File: src/rtl/ofdm_symbol_framer.sv
// Transmit framer: buffers one OFDM symbol and emits preamble, optional cyclic prefix, negated body, then a silent guard.
// Optional cyclic prefix stage is built when OFDM_TX_CP_EN is defined.
module ofdm_symbol_framer #(
    parameter int OFDM_SYMBOL_LENGTH = 64,
    parameter int PREAMBLE_LEN       = 8,
    parameter int PREAMBLE_AMPLITUDE = 1024,
    parameter int CP_LEN             = 16,
    parameter int GUARD_LEN          = 520
) (
    input  logic        clock_clk,
    input  logic        reset_reset,
    input  logic [31:0] asi_in0_data,
    input  logic        asi_in0_valid,
    input  logic        asi_in0_startofpacket,
    input  logic        asi_in0_endofpacket,
    output logic        asi_in0_ready,
    output logic [31:0] aso_out0_data,
    output logic        aso_out0_valid,
    input  logic        aso_out0_ready,
    output logic        aso_out0_startofpacket,
    output logic        aso_out0_endofpacket,
    output logic        tx_active,
    output logic        frame_error
);

    localparam int N  = OFDM_SYMBOL_LENGTH;
    localparam int AW = (N > 1) ? $clog2(N) : 1;
    localparam int IW = $clog2(N + 1);
    localparam int PW = $clog2(PREAMBLE_LEN + 1);
    localparam int GW = $clog2(GUARD_LEN + 1);
    localparam logic [IW-1:0] LAST_IDX   = IW'(N - 1);
    localparam logic [IW-1:0] IDX_ONE    = IW'(1);
    localparam logic [PW-1:0] PRE_LAST   = PW'(PREAMBLE_LEN - 1);
    localparam logic [GW-1:0] GUARD_LAST = GW'(GUARD_LEN - 1);
    localparam logic [31:0]   PRE_WORD   = {16'(PREAMBLE_AMPLITUDE), 16'(PREAMBLE_AMPLITUDE)};
`ifdef OFDM_TX_CP_EN
    localparam logic [IW-1:0] CP_FIRST   = IW'(N - CP_LEN);
`endif

    typedef enum logic [2:0] {
        ST_IDLE     = 3'd0,
        ST_LOAD     = 3'd1,
        ST_FILL     = 3'd2,
        ST_PREAMBLE = 3'd3,
`ifdef OFDM_TX_CP_EN
        ST_CP       = 3'd4,
`endif
        ST_BODY     = 3'd5,
        ST_GUARD    = 3'd6
    } state_t;

    state_t         state_r;
    logic [31:0]    buf_r [N];
    logic [IW-1:0]  wr_idx_r;
    logic [IW-1:0]  rd_idx_r;
    logic [PW-1:0]  pre_cnt_r;
    logic [GW-1:0]  guard_cnt_r;
    logic           ready_r, valid_r, sop_r, eop_r, tx_active_r, frame_error_r;
    logic [31:0]    data_r;

    logic           acc_s, xfer_s, we_s, restart_s, fe_s, load_done_s;
    logic [IW-1:0]  pos_s, rd_nxt_s;
    logic [AW-1:0]  widx_s;
    logic [31:0]    wdata_s;

    // The sync block negates again, so samples leave with both halves wrapped-negated.
    function automatic logic [31:0] neg_sample(input logic [31:0] s);
        return {16'h0000 - s[31:16], 16'h0000 - s[15:0]};
    endfunction

    assign acc_s    = asi_in0_valid && ready_r;
    assign xfer_s   = valid_r && aso_out0_ready;
    assign rd_nxt_s = rd_idx_r + IDX_ONE;

    // Buffer write-port decode and malformed-packet detection.
    always_comb begin
        we_s        = 1'b0;
        widx_s      = {AW{1'b0}};
        wdata_s     = 32'h0000_0000;
        pos_s       = {IW{1'b0}};
        restart_s   = 1'b0;
        fe_s        = 1'b0;
        load_done_s = 1'b0;
        case (state_r)
            ST_IDLE, ST_LOAD: begin
                if (acc_s && (asi_in0_startofpacket || (state_r == ST_LOAD))) begin
                    we_s        = 1'b1;
                    restart_s   = (state_r == ST_LOAD) && asi_in0_startofpacket;
                    pos_s       = asi_in0_startofpacket ? {IW{1'b0}} : wr_idx_r;
                    widx_s      = pos_s[AW-1:0];
                    wdata_s     = asi_in0_data;
                    load_done_s = (pos_s == LAST_IDX);
                    fe_s        = restart_s || (load_done_s ? !asi_in0_endofpacket : asi_in0_endofpacket);
                end else begin
                    we_s = 1'b0;
                end
            end
            ST_FILL: begin
                we_s        = 1'b1;
                widx_s      = wr_idx_r[AW-1:0];
                load_done_s = (wr_idx_r == LAST_IDX);
            end
            default: we_s = 1'b0;
        endcase
    end

    // Symbol buffer; every slot is rewritten (data or zero fill) before it is read.
    always_ff @(posedge clock_clk) begin
        if (we_s) begin
            buf_r[widx_s] <= wdata_s;
        end
    end

    // Framer state machine with registered sink-ready and source outputs.
    always_ff @(posedge clock_clk) begin
        if (reset_reset) begin
            state_r       <= ST_IDLE;
            wr_idx_r      <= {IW{1'b0}};
            rd_idx_r      <= {IW{1'b0}};
            pre_cnt_r     <= {PW{1'b0}};
            guard_cnt_r   <= {GW{1'b0}};
            ready_r       <= 1'b0;
            valid_r       <= 1'b0;
            sop_r         <= 1'b0;
            eop_r         <= 1'b0;
            tx_active_r   <= 1'b0;
            frame_error_r <= 1'b0;
            data_r        <= 32'h0000_0000;
        end else begin
            frame_error_r <= fe_s;
            case (state_r)
                ST_IDLE, ST_LOAD, ST_FILL: begin
                    if (load_done_s) begin
                        state_r     <= ST_PREAMBLE;
                        ready_r     <= 1'b0;
                        valid_r     <= 1'b1;
                        data_r      <= PRE_WORD;
                        sop_r       <= 1'b1;
                        eop_r       <= 1'b0;
                        tx_active_r <= 1'b1;
                        pre_cnt_r   <= {PW{1'b0}};
                    end else if (state_r == ST_FILL) begin
                        wr_idx_r <= wr_idx_r + IDX_ONE;
                    end else if (we_s) begin
                        wr_idx_r <= pos_s + IDX_ONE;
                        // Early eop: sink is held off while the tail is zero-filled.
                        state_r  <= asi_in0_endofpacket ? ST_FILL : ST_LOAD;
                        ready_r  <= !asi_in0_endofpacket;
                    end else begin
                        ready_r <= 1'b1;
                    end
                end
                ST_PREAMBLE: begin
                    if (xfer_s) begin
                        sop_r <= 1'b0;
                        if (pre_cnt_r == PRE_LAST) begin
`ifdef OFDM_TX_CP_EN
                            state_r  <= ST_CP;
                            rd_idx_r <= CP_FIRST;
                            data_r   <= neg_sample(buf_r[CP_FIRST[AW-1:0]]);
                            eop_r    <= 1'b0;
`else
                            state_r  <= ST_BODY;
                            rd_idx_r <= {IW{1'b0}};
                            data_r   <= neg_sample(buf_r[0]);
                            eop_r    <= (N == 1);
`endif
                        end else begin
                            pre_cnt_r <= pre_cnt_r + PW'(1);
                        end
                    end
                end
`ifdef OFDM_TX_CP_EN
                ST_CP: begin
                    if (xfer_s) begin
                        if (rd_idx_r == LAST_IDX) begin
                            state_r  <= ST_BODY;
                            rd_idx_r <= {IW{1'b0}};
                            data_r   <= neg_sample(buf_r[0]);
                            eop_r    <= (N == 1);
                        end else begin
                            rd_idx_r <= rd_nxt_s;
                            data_r   <= neg_sample(buf_r[rd_nxt_s[AW-1:0]]);
                        end
                    end
                end
`endif
                ST_BODY: begin
                    if (xfer_s) begin
                        if (rd_idx_r == LAST_IDX) begin
                            state_r     <= ST_GUARD;
                            valid_r     <= 1'b0;
                            eop_r       <= 1'b0;
                            data_r      <= 32'h0000_0000;
                            tx_active_r <= 1'b0;
                            guard_cnt_r <= {GW{1'b0}};
                        end else begin
                            rd_idx_r <= rd_nxt_s;
                            data_r   <= neg_sample(buf_r[rd_nxt_s[AW-1:0]]);
                            eop_r    <= (rd_nxt_s == LAST_IDX);
                        end
                    end
                end
                ST_GUARD: begin
                    if (guard_cnt_r == GUARD_LAST) begin
                        state_r <= ST_IDLE;
                        ready_r <= 1'b1;
                    end else begin
                        guard_cnt_r <= guard_cnt_r + GW'(1);
                    end
                end
                default: begin
                    state_r <= ST_IDLE;
                    ready_r <= 1'b0;
                    valid_r <= 1'b0;
                end
            endcase
        end
    end

    assign asi_in0_ready          = ready_r;
    assign aso_out0_data          = data_r;
    assign aso_out0_valid         = valid_r;
    assign aso_out0_startofpacket = sop_r;
    assign aso_out0_endofpacket   = eop_r;
    assign tx_active              = tx_active_r;
    assign frame_error            = frame_error_r;

endmodule

File: config.mk
export PLATFORM = sky130hd
export DESIGN_NAME = ofdm_symbol_framer
export DESIGN_NICKNAME = d
export VERILOG_FILES = /design/src/rtl/ofdm_symbol_framer.sv
export SDC_FILE = /design/constraint.sdc
export NUM_CORES = 2
export LEC_CHECK = 0
export CAP_MARGIN = 20
export CORE_ASPECT_RATIO = 1.75
export CORE_MARGIN = 3
export CORE_UTILIZATION = 43
export CTS_CLUSTER_DIAMETER = 200
export DETAILED_ROUTE_END_ITERATION = 8
export PLACE_DENSITY = 0.64
export SLEW_MARGIN = 15
export SYNTH_ARGS = -nofsm -noshare
export SYNTH_HDL_FRONTEND = slang
export SYNTH_SLANG_ARGS = --single-unit
File: constraint.sdc
create_clock -name clock_clk -period 5.6 [get_ports clock_clk]
set_input_delay 1.12 -clock clock_clk [delete_from_list [all_inputs] [get_ports clock_clk]]
set_output_delay 1.12 -clock clock_clk [all_outputs]
set_load 0.01 [all_outputs]
==> run_results.csv <==
group,metric,value,unit
cells_and_area,drive_gt1_share,26.1,%
clock_tree,clk-insertion-delay-late,0.84,ns
power_and_ir_drop,powerDensity,317,nW/µm²
floorplan,io_pins,76,
synth,synth_seq_cells,2117,
worst_hold_path,min_path_cells,2,
clock_tree,cts_buffers,184,
critical_path,startpoint,"rd_idx_r[0]",
synth,synth_edf_count,2048,
critical_path,r2r-start,"rd_idx_r[0]",
synth,synth_area,83800,µm²
critical_path,cp_data_required_time,6.29,ns
clock_tree,cts_tree,"done",
floorplan,die_w,340,µm
floorplan,std_cell_rows,213,
sta,maxSlewHeadroom,17.5,%
placement,numPortBuffers,75,
routing,drtPass1Iterations,8,
routing,totalWireLength,252000,µm
sta,setup_tns,0,ns
sta,max_freq,188,MHz
floorplan,fp.coreArea,193000,µm²
sta,rsz0062_at_grt,"no",
global_route,grt_first_pass_wirelength,352000,µm
sta,period_share,95.1,%
clock_tree,h-tree-depth,4,
critical_path,critPathArrivalTime,6.02,ns
floorplan,chipHeight,590,µm
placement,place_area,89800,µm²
routing,drtAntennaViolNets,0,
synth,synth.top_cells.by_count,"2,048 x edfxtp_1, 532 x mux4_2, 264 x nand2_1",
critical_path,start_kind,"flip-flop",
clock_tree,cts_setup_buffers,0,
clock_tree,cts_root_buf,"clkbuf_16",
worst_hold_path,hp-start,"tx_active",
sta,finalHoldViolCount,0,
sta,tightest_slew,1.24,ns
floorplan,initial_utilization,43.4,%
global_route,grt-ovfl-total,0,
synth,synth_cell_type_count,87,
critical_path,cp_max_fo,35,
synth,synth_most_common_cell,"edfxtp_1",
power_and_ir_drop,ir_worst_vdd,0.000224,V
floorplan,die_area,200000,µm²
critical_path,r2r_cells,18,
global_route,antenna_found_initial,14,
synth,syn-mean-instance-area,20.0,µm²
global_route,grt_pass1_vias,44400,
synth,yosys_most_used_dff,"edfxtp_1",
clock_tree,cts_hold_buf,0,
sta,final.min_clock_period,5.32,ns
clock_tree,cts_resized,0,
cells_and_area,synthToLayoutAreaGrowth,14.3,%
clock_tree,clkSlewWorstSetupHoldPaths,0.07,ns
critical_path,critical_path_class,"reg -> reg",
synth,synthTopCellsByArea,"edfxtp_1 73%, mux4_2 14%, dfxtp_1 1.6%",
power_and_ir_drop,total_power,30.4,mW
synth,synth_top_area_cell,"edfxtp_1",
sta,fin_worst_skew,0.0354,ns
routing,dr.first_iter.drc_count,5466,
global_route,grt_use_total,25.1,%
synth,yosysSeqAreaShare,75.0,%
synth,yosys_warnings,0,
placement,gp_congestion,0.953,
global_route,grt_max_degree,97,
synth,syn_inst,4185,
routing,wire_per_inst,35.0,µm
status,status,"complete, no violations",
synth,synth_top_area_share,73.4,%
cells_and_area,nets,4528,
sta,slew_viol_final,0,
synth,postSynth.asyncResetShare,0,%
routing,via_per_inst,6.11,
clock_tree,clkSinkCount,2117,
power_and_ir_drop,p_leak,32.5,nW
flow_run,drv_cap,0,
placement,dpl.hpwl,161000,µm
synth,syn-num-nets,4232,
clock_tree,clockBufferDepth,4,
cells_and_area,postLayoutCoreUtil,49.6,%
critical_path,cp-end-kind,"flip-flop",
routing,drc_errors,0,
routing,vias,44100,
cells_and_area,design_area,95800,µm²
sta,setup_violations,0,
worst_hold_path,hold_class,"reg -> reg",
-- routing by layer --
metal  share of wire [%]  track usage (%)
met5              0.0052                0
met4                 8.2             16.8
met3                 6.9             4.02
met2                  51             42.9
met1                  34             29.3
-- power by group --
| part | switching [mW] | internal [mW] | total (mW) |
|---|---|---|---|
| logic | 0.274 | 0.0797 | 0.353 |
| registers | 0.0182 | 17.3 | 17.3 |
| clock network | 5.65 | 7.12 | 12.8 |
| total | 5.94 | 24.5 | 30.4 |
-- final timing paths --
path,endpoint,slack (ns)
setup / recovery,aso_out0_data[8],0.28
hold / removal,tx_active,0.50
setup reg to reg,aso_out0_data[8],0.28
hold reg to reg,tx_active,0.50
-- layout by cell type (no fill, tap or decap), types with 14 or more instances in the layout --
cell type	netlist	final
nor3b_1	19	19
clkbuf_1	80	33
buf_4	38	209
o21ai_0	38	36
clkbuf_16	0	186
buf_12	0	58
nor2_1	171	104
a32oi_1	23	23
nor2b_1	16	16
mux2i_1	74	74
inv_1	33	33
a21oi_1	81	80
xor2_1	21	21
nand3b_1	16	16
mux4_2	532	532
bufinv_16	0	22
dfxtp_1	69	68
o221ai_1	17	17
and2_2	0	25
edfxtp_1	2048	2048
nor3_1	44	44
clkinv_2	0	42
clkinv_1	1	27
xnor2_1	32	29
o22ai_1	24	24
nand4_1	28	28
nor2_4	0	64
and3_1	21	21
a22oi_1	23	23
clkdlybuf4s50_1	0	74
and2_1	48	16
mux2_2	14	14
nand3_1	110	110
nor4_1	18	18
a31oi_1	15	14
nand2_1	264	264
-- state kept, by name (all words and copies together) (netlist names) --
| signal | flops |
|---|---|
| aso_out0_startofpacket | 1 |
| asi_in0_ready | 1 |
| aso_out0_endofpacket | 1 |
| state_r | 3 |
| aso_out0_data | 32 |
| frame_error | 1 |
| wr_idx_r | 7 |
| tx_active | 1 |
| rd_idx_r | 7 |
| aso_out0_valid | 1 |
| pre_cnt_r | 4 |
| guard_cnt_r | 10 |
| buf_r | 2048 |
-- layout make-up --
cell class	instances	area (µm²)
Antenna cell	8	20.0
Clock buffer	219	4780
Clock inverter	106	1110
Fill cell	15500	97500
Inverter	36	135
Multi-Input combinational cell	1799	20100
Sequential cell	2117	62900
Tap cell	2580	3230
Timing Repair Buffer	343	3490
-- through the flow --
stage	hold slack, ns	std cells	worst slack (ns)
floorplan	0.471	4185	0.981
global placement	0.487	6874	0.393
detailed placement	0.484	6874	0.402
CTS	0.505	7199	0.405
global route	0.528	7201	0.128
finish	0.504	7208	0.276
-- worst max-delay path: stages (launching register included) --
cell      delay (ns)
dfxtp_4         0.44
buf_12          0.22
and3_1          0.31
xnor2_4         0.87
buf_4           0.31
buf_4           0.21
a21oi_1         0.18
buf_4           0.27
nand3_1         0.35
nand4_1         0.15
nor2_1          0.61
inv_1           0.12
ha_1            0.24
o31ai_1         0.18
nor2_1          0.08
buf_4           0.18
and3_1          0.17
o21ai_0         0.17
a211oi_1        0.10
-- kinds of logic after synthesis --
family / count (synthesis) / synth area share [%]
buffers and inverters: 269 / 1.72
AO/OA/AOI/OAI: 318 / 2.57
XOR/XNOR: 56 / 0.626
AND/OR/NAND/NOR: 796 / 4.55
adder cells (fa/ha/maj): 9 / 0.134
flip-flops: 2117 / 75.0
multiplexers: 620 / 15.4
Note: power is estimated with default switching activity, not from simulation.
